$ cat src/rtl/alu.sv
// Clocked 4-bit ALU. Operation decode is purely combinational and feeds a
// single result register. Undefined opcodes produce zero with no error flag.
module alu (
    input  logic       clk,
    input  logic       rst_n,
    input  logic [3:0] a,
    input  logic [3:0] b,
    input  logic [7:0] sel,
    output logic [3:0] result
);

    typedef enum logic [7:0] {
        OpAdd     = 8'd0,
        OpSub     = 8'd1,
        OpMul     = 8'd2,
        OpDiv     = 8'd3,
        OpMod     = 8'd4,
        OpAnd     = 8'd5,
        OpOr      = 8'd6,
        OpXor     = 8'd7,
        OpNand    = 8'd8,
        OpNor     = 8'd9,
        OpXnor    = 8'd10,
        OpNot     = 8'd11,
        OpShl     = 8'd12,
        OpShr     = 8'd13,
        OpRol     = 8'd14,
        OpRor     = 8'd15,
        OpAsr     = 8'd16,
        OpInc     = 8'd17,
        OpDec     = 8'd18,
        OpEq      = 8'd19,
        OpLt      = 8'd20,
        OpGt      = 8'd21,
        OpMax     = 8'd22,
        OpMin     = 8'd23,
        OpAbsDiff = 8'd24
    } op_e;

    logic [3:0] result_d;
    logic [7:0] product;
    logic       a_gt_b;
    logic       a_lt_b;

    assign product = {4'b0000, a} * {4'b0000, b};
    assign a_gt_b  = (a > b);
    assign a_lt_b  = (a < b);

    // Decode the full 8-bit select; anything outside the table yields zero.
    always_comb begin
        result_d = 4'h0;
        case (sel)
            OpAdd:     result_d = a + b;
            OpSub:     result_d = a - b;
            OpMul:     result_d = product[3:0];
            OpDiv:     result_d = (b == 4'h0) ? 4'hF : (a / b);
            OpMod:     result_d = (b == 4'h0) ? a : (a % b);
            OpAnd:     result_d = a & b;
            OpOr:      result_d = a | b;
            OpXor:     result_d = a ^ b;
            OpNand:    result_d = ~(a & b);
            OpNor:     result_d = ~(a | b);
            OpXnor:    result_d = ~(a ^ b);
            OpNot:     result_d = ~a;
            OpShl:     result_d = {a[2:0], 1'b0};
            OpShr:     result_d = {1'b0, a[3:1]};
            OpRol:     result_d = {a[2:0], a[3]};
            OpRor:     result_d = {a[0], a[3:1]};
            OpAsr:     result_d = {a[3], a[3:1]};
            OpInc:     result_d = a + 4'h1;
            OpDec:     result_d = a - 4'h1;
            OpEq:      result_d = {3'b000, (a == b)};
            OpLt:      result_d = {3'b000, a_lt_b};
            OpGt:      result_d = {3'b000, a_gt_b};
            OpMax:     result_d = a_gt_b ? a : b;
            OpMin:     result_d = a_lt_b ? a : b;
            OpAbsDiff: result_d = a_gt_b ? (a - b) : (b - a);
            default:   result_d = 4'h0;
        endcase
    end

    // Result register; async reset discards any pending computation.
    always_ff @(posedge clk or negedge rst_n) begin
        if (!rst_n) begin
            result <= 4'h0;
        end else begin
            result <= result_d;
        end
    end

endmodule

$ cat config.mk
export PLATFORM = sky130hd
export DESIGN_NAME = alu
export DESIGN_NICKNAME = d
export VERILOG_FILES = /design/src/rtl/alu.sv
export SDC_FILE = /design/constraint.sdc
export NUM_CORES = 1
export LEC_CHECK = 0
export BUFFER_PORTS_ARGS = -buffer_cell sky130_fd_sc_hd__buf_4
export CAP_MARGIN = 20
export CORE_MARGIN = 3
export CORE_UTILIZATION = 66
export DETAILED_ROUTE_END_ITERATION = 8
export PLACE_DENSITY_LB_ADDON = 0.25
export SYNTH_ARGS = -nofsm -noshare
export SYNTH_HDL_FRONTEND = slang
export SYNTH_SLANG_ARGS = --single-unit
$ cat constraint.sdc
create_clock -name clk -period 0.95 [get_ports clk]
set_input_delay 0 -clock clk [delete_from_list [all_inputs] [get_ports clk]]
set_output_delay 0 -clock clk [all_outputs]
set_load 0.1 [all_outputs]
==> results of run 1 <==
==> metrics by stage <==
stage	instances	worst slack (ps)	hold slack, ps	TNS [ps]	cell area [sq um]
floorplan	315	-3379	-295.6	-12610	2390
global placement	457	-3433	-204.3	-12980	3236
==> synth_stat cells, types with 3 or more instances <==
master	count
a21oi_1	14
a221oi_1	3
a31oi_1	3
a32oi_1	3
buf_2	3
clkbuf_1	11
dfrtp_1	4
fa_1	4
ha_1	37
inv_1	16
mux2i_1	10
nand2_1	25
nand2b_1	7
nand3_1	9
nand4_1	4
nor2_1	27
nor2b_1	6
nor3_1	11
nor4_1	7
o21a_1	3
o21ai_0	15
o21ai_1	5
o221ai_1	5
o22ai_1	4
o2bb2ai_1	3
o31a_1	3
o32ai_1	3
or2_2	5
or3_1	3
xnor2_1	10
xor2_1	4
==> kinds of logic after synthesis <==
family,share of synthesized area [%]
adders and majority gates,23.23
AOI/OAI and AO/OA,28.75
buffers and inverters,6.156
and+or+nand+nor,25.64
muxes,5.728
xor gates and xnor gates,6.209
DFF,4.283
==> metrics.txt, run 1 <==
mean cell area of the mapped netlist ~7.4 sq um; Main synth FF type dfrtp_1; cells after synthesis approximately 320; asr flop ratio synth between 90% and 100%; number of port buffers 21; top-area cell type share of the netlist area roughly a fifth; FF+latch count, synth 4; Ports 22; largest area contributor in the netlist ha_1; Post-Syn Area 2337 sq um; die width roughly 66 um; Rows 20; YS warnings 0; Last stage detailed placement (3_5_place_dp); post-synthesis sequential area ratio 4.283%; routability cong. between 1 and 1.5; Mapped Nets around 370; outcome aborted with a tool error; EDFF count, synth 0; ranking of synthesized cells by area ha_1, nor2_1, dfrtp_1; Log Error [ERROR DPL-0038] Utilization greater than 100%, impossible to legalize; die height 65.51 um; Yosys cell types 68; Initial Util between 70% and 80%
==> run 2, diff against run 1 <==
CORE_UTILIZATION = 40   (was 66)
PLACE_DENSITY_LB_ADDON = 0.15   (was 0.25)
==> metrics.txt, run 2 <==
CORE AREA between 5000 and 6000 sq um; Cell Chain, Critical Path buf_6 > clkinvlp_4 > ha_4 > or4b_4 > a32oi_4 > ha_4 > o21a_1 > o21ai_2 > mux2_4 > inv_4 > ha_4 > o21a_1 > o311a_4 > o21a_1 > ha_1 > nor2b_1 > o211ai_1 > nand3_1 > buf_4 > or3_1 > a31o_1 > nand4b_1; All-Layer GR Usage between 20% and 30%; die height 82.44 um (+26%); Largest Register result; DP Cell Count roughly 500; top-area cell type share of the netlist area 19.81% (unchanged); EDFF count, synth 0 (unchanged); Initial Util 41.93% (-31 points); die width 82.44 um (+26%); # Max-Cap Violations 0; Worst path top cell family by delay compound AO/OA/AOI/OAI gates; DR WL/cell ~18 um; Tmin final between 4000 and 5000 ps; CP max-delay cell or4b_4; RSZ-0062 raised after global routing yes; Leak 0.001585 uW; Mapped Nets 374 (unchanged); share of cells above drive strength 1 a little under two fifths; fillcell total between 500 and 600; failing checks setup timing; routed via count 2963; Post-route DRC 0; top cells by count, synth ha_1, nor2_1, nand2_1; Slew @ Worst Pin ~700 ps; Worst Path Arrival 4470 ps; CTS sink cnt 4; cells after synthesis 315 (unchanged); first-pass GRT wire length around 14 mm; vias per std cell 5.844; Ports 22 (unchanged); area grow syn2layout 49.52%; Max Fclk about 0.23 GHz; pwr/cell area roughly 720 nW/um^2; asr flop ratio synth 100.0% (unchanged); largest area contributor in the netlist ha_1; Final Max Tran Viols 0; fin crit share 454.7%; Hold Vio Cnt, Final 0; 1st-pass router iterations 5; antenna viol nets, final 0; outcome finished with violations; H-tree Lvls 1; Hold Worst Slack 117.3 ps; cell with the most instances after synthesis ha_1; post-synthesis sequential area ratio 4.283% (unchanged); TritonCTS clock tree built; HPWL after DPL between 7 and 8 mm; class of the worst hold path in2async; Die Area between 6000 and 7000 sq um; Main synth FF type dfrtp_1; Layout Cells excl Fill roughly 510; number of port buffers 21 (unchanged); top flop regs result (4); slowest stage delay, CP 460 ps; crit end category register; crit start category input port; worst-path maximum fanout 4; commonest cells after routing, fill and taps aside buf_4, ha_1, nor2_1, nand2_1; most common cell after layout, fill and taps aside buf_4; CP required around 1100 ps; mean cell area of the mapped netlist 7.420 sq um (unchanged); Yosys cell types 68 (unchanged); number of setup violations in the final report 4; routed wire length between 9 and 10 mm; maximum vdd drop 631.6 uV; clk root buf clkbuf_8; initial antenna violation count 0; global route total overflow 0; Worst-path clk slew approximately 30 ps; Rows 27 (+35%); Crit path buffers/inverters 4; nets@finish around 500; vias in the first global route roughly 2.9k; FF+latch count, synth 4 (unchanged); Iteration-0 DRC Markers approximately 410; routability cong. 1.026 (-8.8%); max reg flops 4; ANT cells 0; clock buffer depth 2; relative slew slack a little over half; kind of critical path in2reg; PnR worst setup slack -3369 ps; Post-Syn Area 2337 sq um (unchanged); YS warnings 0 (unchanged); ranking of synthesized cells by area ha_1, nor2_1, dfrtp_1; Num CTS Buffers 3; largest net degree at the start of global routing 21
[run 2: how the worst max path moves through the flow]
stage,from,to,cells after the start
final,b[0],result[3],22
after global routing,b[0],result[0],22
after CTS,b[0],result[0],22
after detailed placement,b[0],result[0],22
after global placement,b[0],result[0],21
after floorplan,b[0],result[0],20
[run 2: cell families (layout without fill, tap and decap cells)]
logic type | after synthesis | after routing | share of synthesized area [%]
mux | 13 | 13 | 5.728
simple gates | 116 | 116 | 25.64
fa+ha+maj | 41 | 41 | 23.23
flops | 4 | 4 | 4.283
compound gates | 91 | 91 | 28.75
xor+xnor | 15 | 15 | 6.209
buf+inv | 35 | 155 | 6.156
[run 2: power breakdown]
| part | switching, uW | internal [uW] | leakage, uW |
|---|---|---|---|
| registers | 5.05 | 185 | 0.0000513 |
| clock network | 89.3 | 270 | 0.0000216 |
| logic | 1040 | 945 | 0.00151 |
| total | 1130 | 1400 | 0.00158 |
[run 2: what timing repair did]
item	CTS	global route
setup endpoints to repair	4	4
hold buffers	1	0
buffers inserted	4	2
hold endpoints to repair	4	0
resized for setup	5	4
pin swaps	9	8
[run 2: per-layer routing]
layer	GRT usage (%)	vias to the layer above	wire length [um]	share of wire, %
met5	0	-	0	0
met4	7.641	0	201	2.2
met3	1.518	26	511	5.7
met2	45.03	127	4159	46
met1	39.45	1385	4130	46
li1	-	1425	-	-
[run 2: stage by stage]
step           setup TNS, ps  power, uW  utilization, %  setup slack, ps  area, sq um
2_1_floorplan         -12610       1283               -            -3379         2390
3_3_place_gp          -13130       2031           60.29            -3470         3361
3_5_place_dp          -13710       2057           60.29            -3604         3361
4_1_cts               -12720       2474           62.07            -3339         3460
5_1_grt               -13440       2715           62.69            -3535         3495
6_report              -12870       2532           62.69            -3369         3495
[run 2: area by class of cell]
class / instances / area, sq um / area share (%)
Multi-Input combinational cell: 276 / 2173 / 62.19
Timing Repair Buffer: 135 / 1020 / 29.18
Sequential cell: 4 / 100.1 / 2.864
Tap cell: 72 / 90.09 / 2.578
Inverter: 17 / 70.07 / 2.005
Clock buffer: 3 / 41.29 / 1.182
Note: power is estimated with default switching activity, not from simulation.
==> run 3, diff against run 2 <==
CTS_BUF_LIST = sky130_fd_sc_hd__clkbuf_2   (was default)
HOLD_SLACK_MARGIN = 0.08   (was default)
clock period = 4.61 ns   (was 0.95 ns; I/O delays follow)
==> metrics.txt, run 3 (synthesis results as in run 2) <==
Worst path top cell family by delay compound AO/OA/AOI/OAI gates; Rows 27 (unchanged); Worst Path Arrival 4550 ps (+80 ps); CP max-delay cell or4b_4; number of port buffers 21 (unchanged); clock buffer depth 2 (unchanged); max reg flops 4 (unchanged); crit start category input port; Slew @ Worst Pin 843.7 ps (+153.4 ps); Largest Register result; CTS sink cnt 4 (unchanged); pwr/cell area 148.7 nW/um^2 (-79%); commonest cells after routing, fill and taps aside buf_4, ha_1, nor2_1, nand2_1, o21ai_0; # Max-Cap Violations 0 (unchanged); maximum vdd drop 86.79 uV (-86%); die height 82.44 um (unchanged); clk root buf clkbuf_2; Cell Chain, Critical Path buf_4 > inv_2 > ha_2 > or4b_4 > a32oi_4 > ha_4 > o21a_1 > o21ai_2 > mux2_4 > inv_2 > ha_1 > o21a_1 > o311a_4 > o21a_4 > ha_4 > nor2b_1 > o211ai_1 > nand3_1 > a221oi_2 > o211ai_1 > or3_1; antenna viol nets, final 0 (unchanged); most common cell after layout, fill and taps aside buf_4; top flop regs result (4); initial antenna violation count 0 (unchanged); Ports 22 (unchanged); Crit path buffers/inverters 3 (-1); share of cells above drive strength 1 20.65% (-18 points); Initial Util 41.93% (unchanged); power consumption 406.1 uW (-84%); nets@finish 400 (-19%); CORE AREA 5574 sq um (unchanged); Iteration-0 DRC Markers 269 (-34%); area of the multi-input gates 2166 sq um (-0.35%); fillcell total 581 (+13%); Register Area 100.1 sq um (unchanged); first-pass GRT wire length 12.88 mm (-11%); outcome completed; All-Layer GR Usage 24.75% (-3.0 points); relative slew slack 43.65% (-10 points); ANT cells 0 (unchanged); Max Fclk between 0.2 and 0.25 GHz; global route total overflow 0 (unchanged); HPWL after DPL 6.285 mm (-15%); die width 82.44 um (unchanged); Die Area 6796 sq um (unchanged); TritonCTS clock tree built; routed wire length 8.359 mm (-7.2%); crit end category register; routability cong. 0.9428 (-8.1%); Layout Utilization 48.98% (-14 points); Num CTS Buffers 3 (unchanged); class of the worst hold path in2async; H-tree Lvls 1 (unchanged); worst-path maximum fanout 4 (unchanged); DR WL/cell 20.34 um (+15%); fin crit share slightly below 100%; Tmin final ~4500 ps; Final Max Tran Viols 0 (unchanged); routed via count 2562 (-14%); Worst-path clk slew 40 ps (about the same); Post-route DRC 0 (unchanged); kind of critical path in2reg; Hold Vio Cnt, Final 0 (unchanged); Leak 0.001115 uW (-30%); vias per std cell 6.234 (+6.7%); area grow syn2layout 16.81%; number of setup violations in the final report 0 (-4); slowest stage delay, CP 470 ps (about the same); vias in the first global route 2429 (-16%); largest net degree at the start of global routing 34 (+62%); CP required 4690 ps (+3590 ps); 1st-pass router iterations 5 (unchanged)
[run 3: cell count changes in the layout (fill, tap and decap cells not counted), moves of 2 or more]
cell | previous run | this run
buf_4 | 133 | 38
clkbuf_2 | 0 | 3
inv_2 | 1 | 3
clkbuf_8 | 3 | 0
[run 3: worst max-delay path by stage]
stage / from / endpoint / cells after the start
floorplan: b[0] / result[0] / 20
global placement: b[0] / result[0] / 21
detailed placement: b[0] / result[0] / 22
CTS: b[0] / result[0] / 22
global route: b[0] / result[0] / 21
finish: b[0] / result[0] / 21
[run 3: metrics by stage]
step	worst slack [ps]	instances	area [sq um]	TNS, ps	hold slack [ps]
final	137.9	411	2730	0	126.4
after global routing	-29.19	411	2730	-29.19	129.3
after global placement	-14.76	407	2633	-14.76	-202.7
after detailed placement	-115.4	407	2633	-115.4	-201.7
after floorplan	24.78	315	2337	0	-295.6
after CTS	85.92	411	2658	0	117.9
[run 3: where the power goes]
group          switching, uW  leakage, uW  internal [uW]  total (uW)
registers              0.731    0.0000513           38.0        38.7
logic                    199      0.00105            137         336
clock network           13.6    0.0000125           17.5        31.1
[run 3: final cells by class]
cell class,count,share of cell area (%)
clock buffers,3,0.5500
inverters,17,2.337
multi-input cells,276,79.33
flip-flops and latches,4,3.666
well taps,72,3.300
repair buffers,39,10.82
[run 3: metal layers]
layer	track usage (%)	up-vias	share of wire, %
met1	35.30	1208	46
met4	6.146	0	1.2
met3	2.711	10	6.6
met5	0	-	0
met2	39.34	112	47
li1	-	1232	-
[run 3: timing repair]
action / in CTS / in global routing
hold endpoints to repair: 4 / 0
hold buffers: 1 / 0
setup endpoints to repair: 0 / 1
gates resized for setup: 0 / 14
setup buffers: 0 / 0
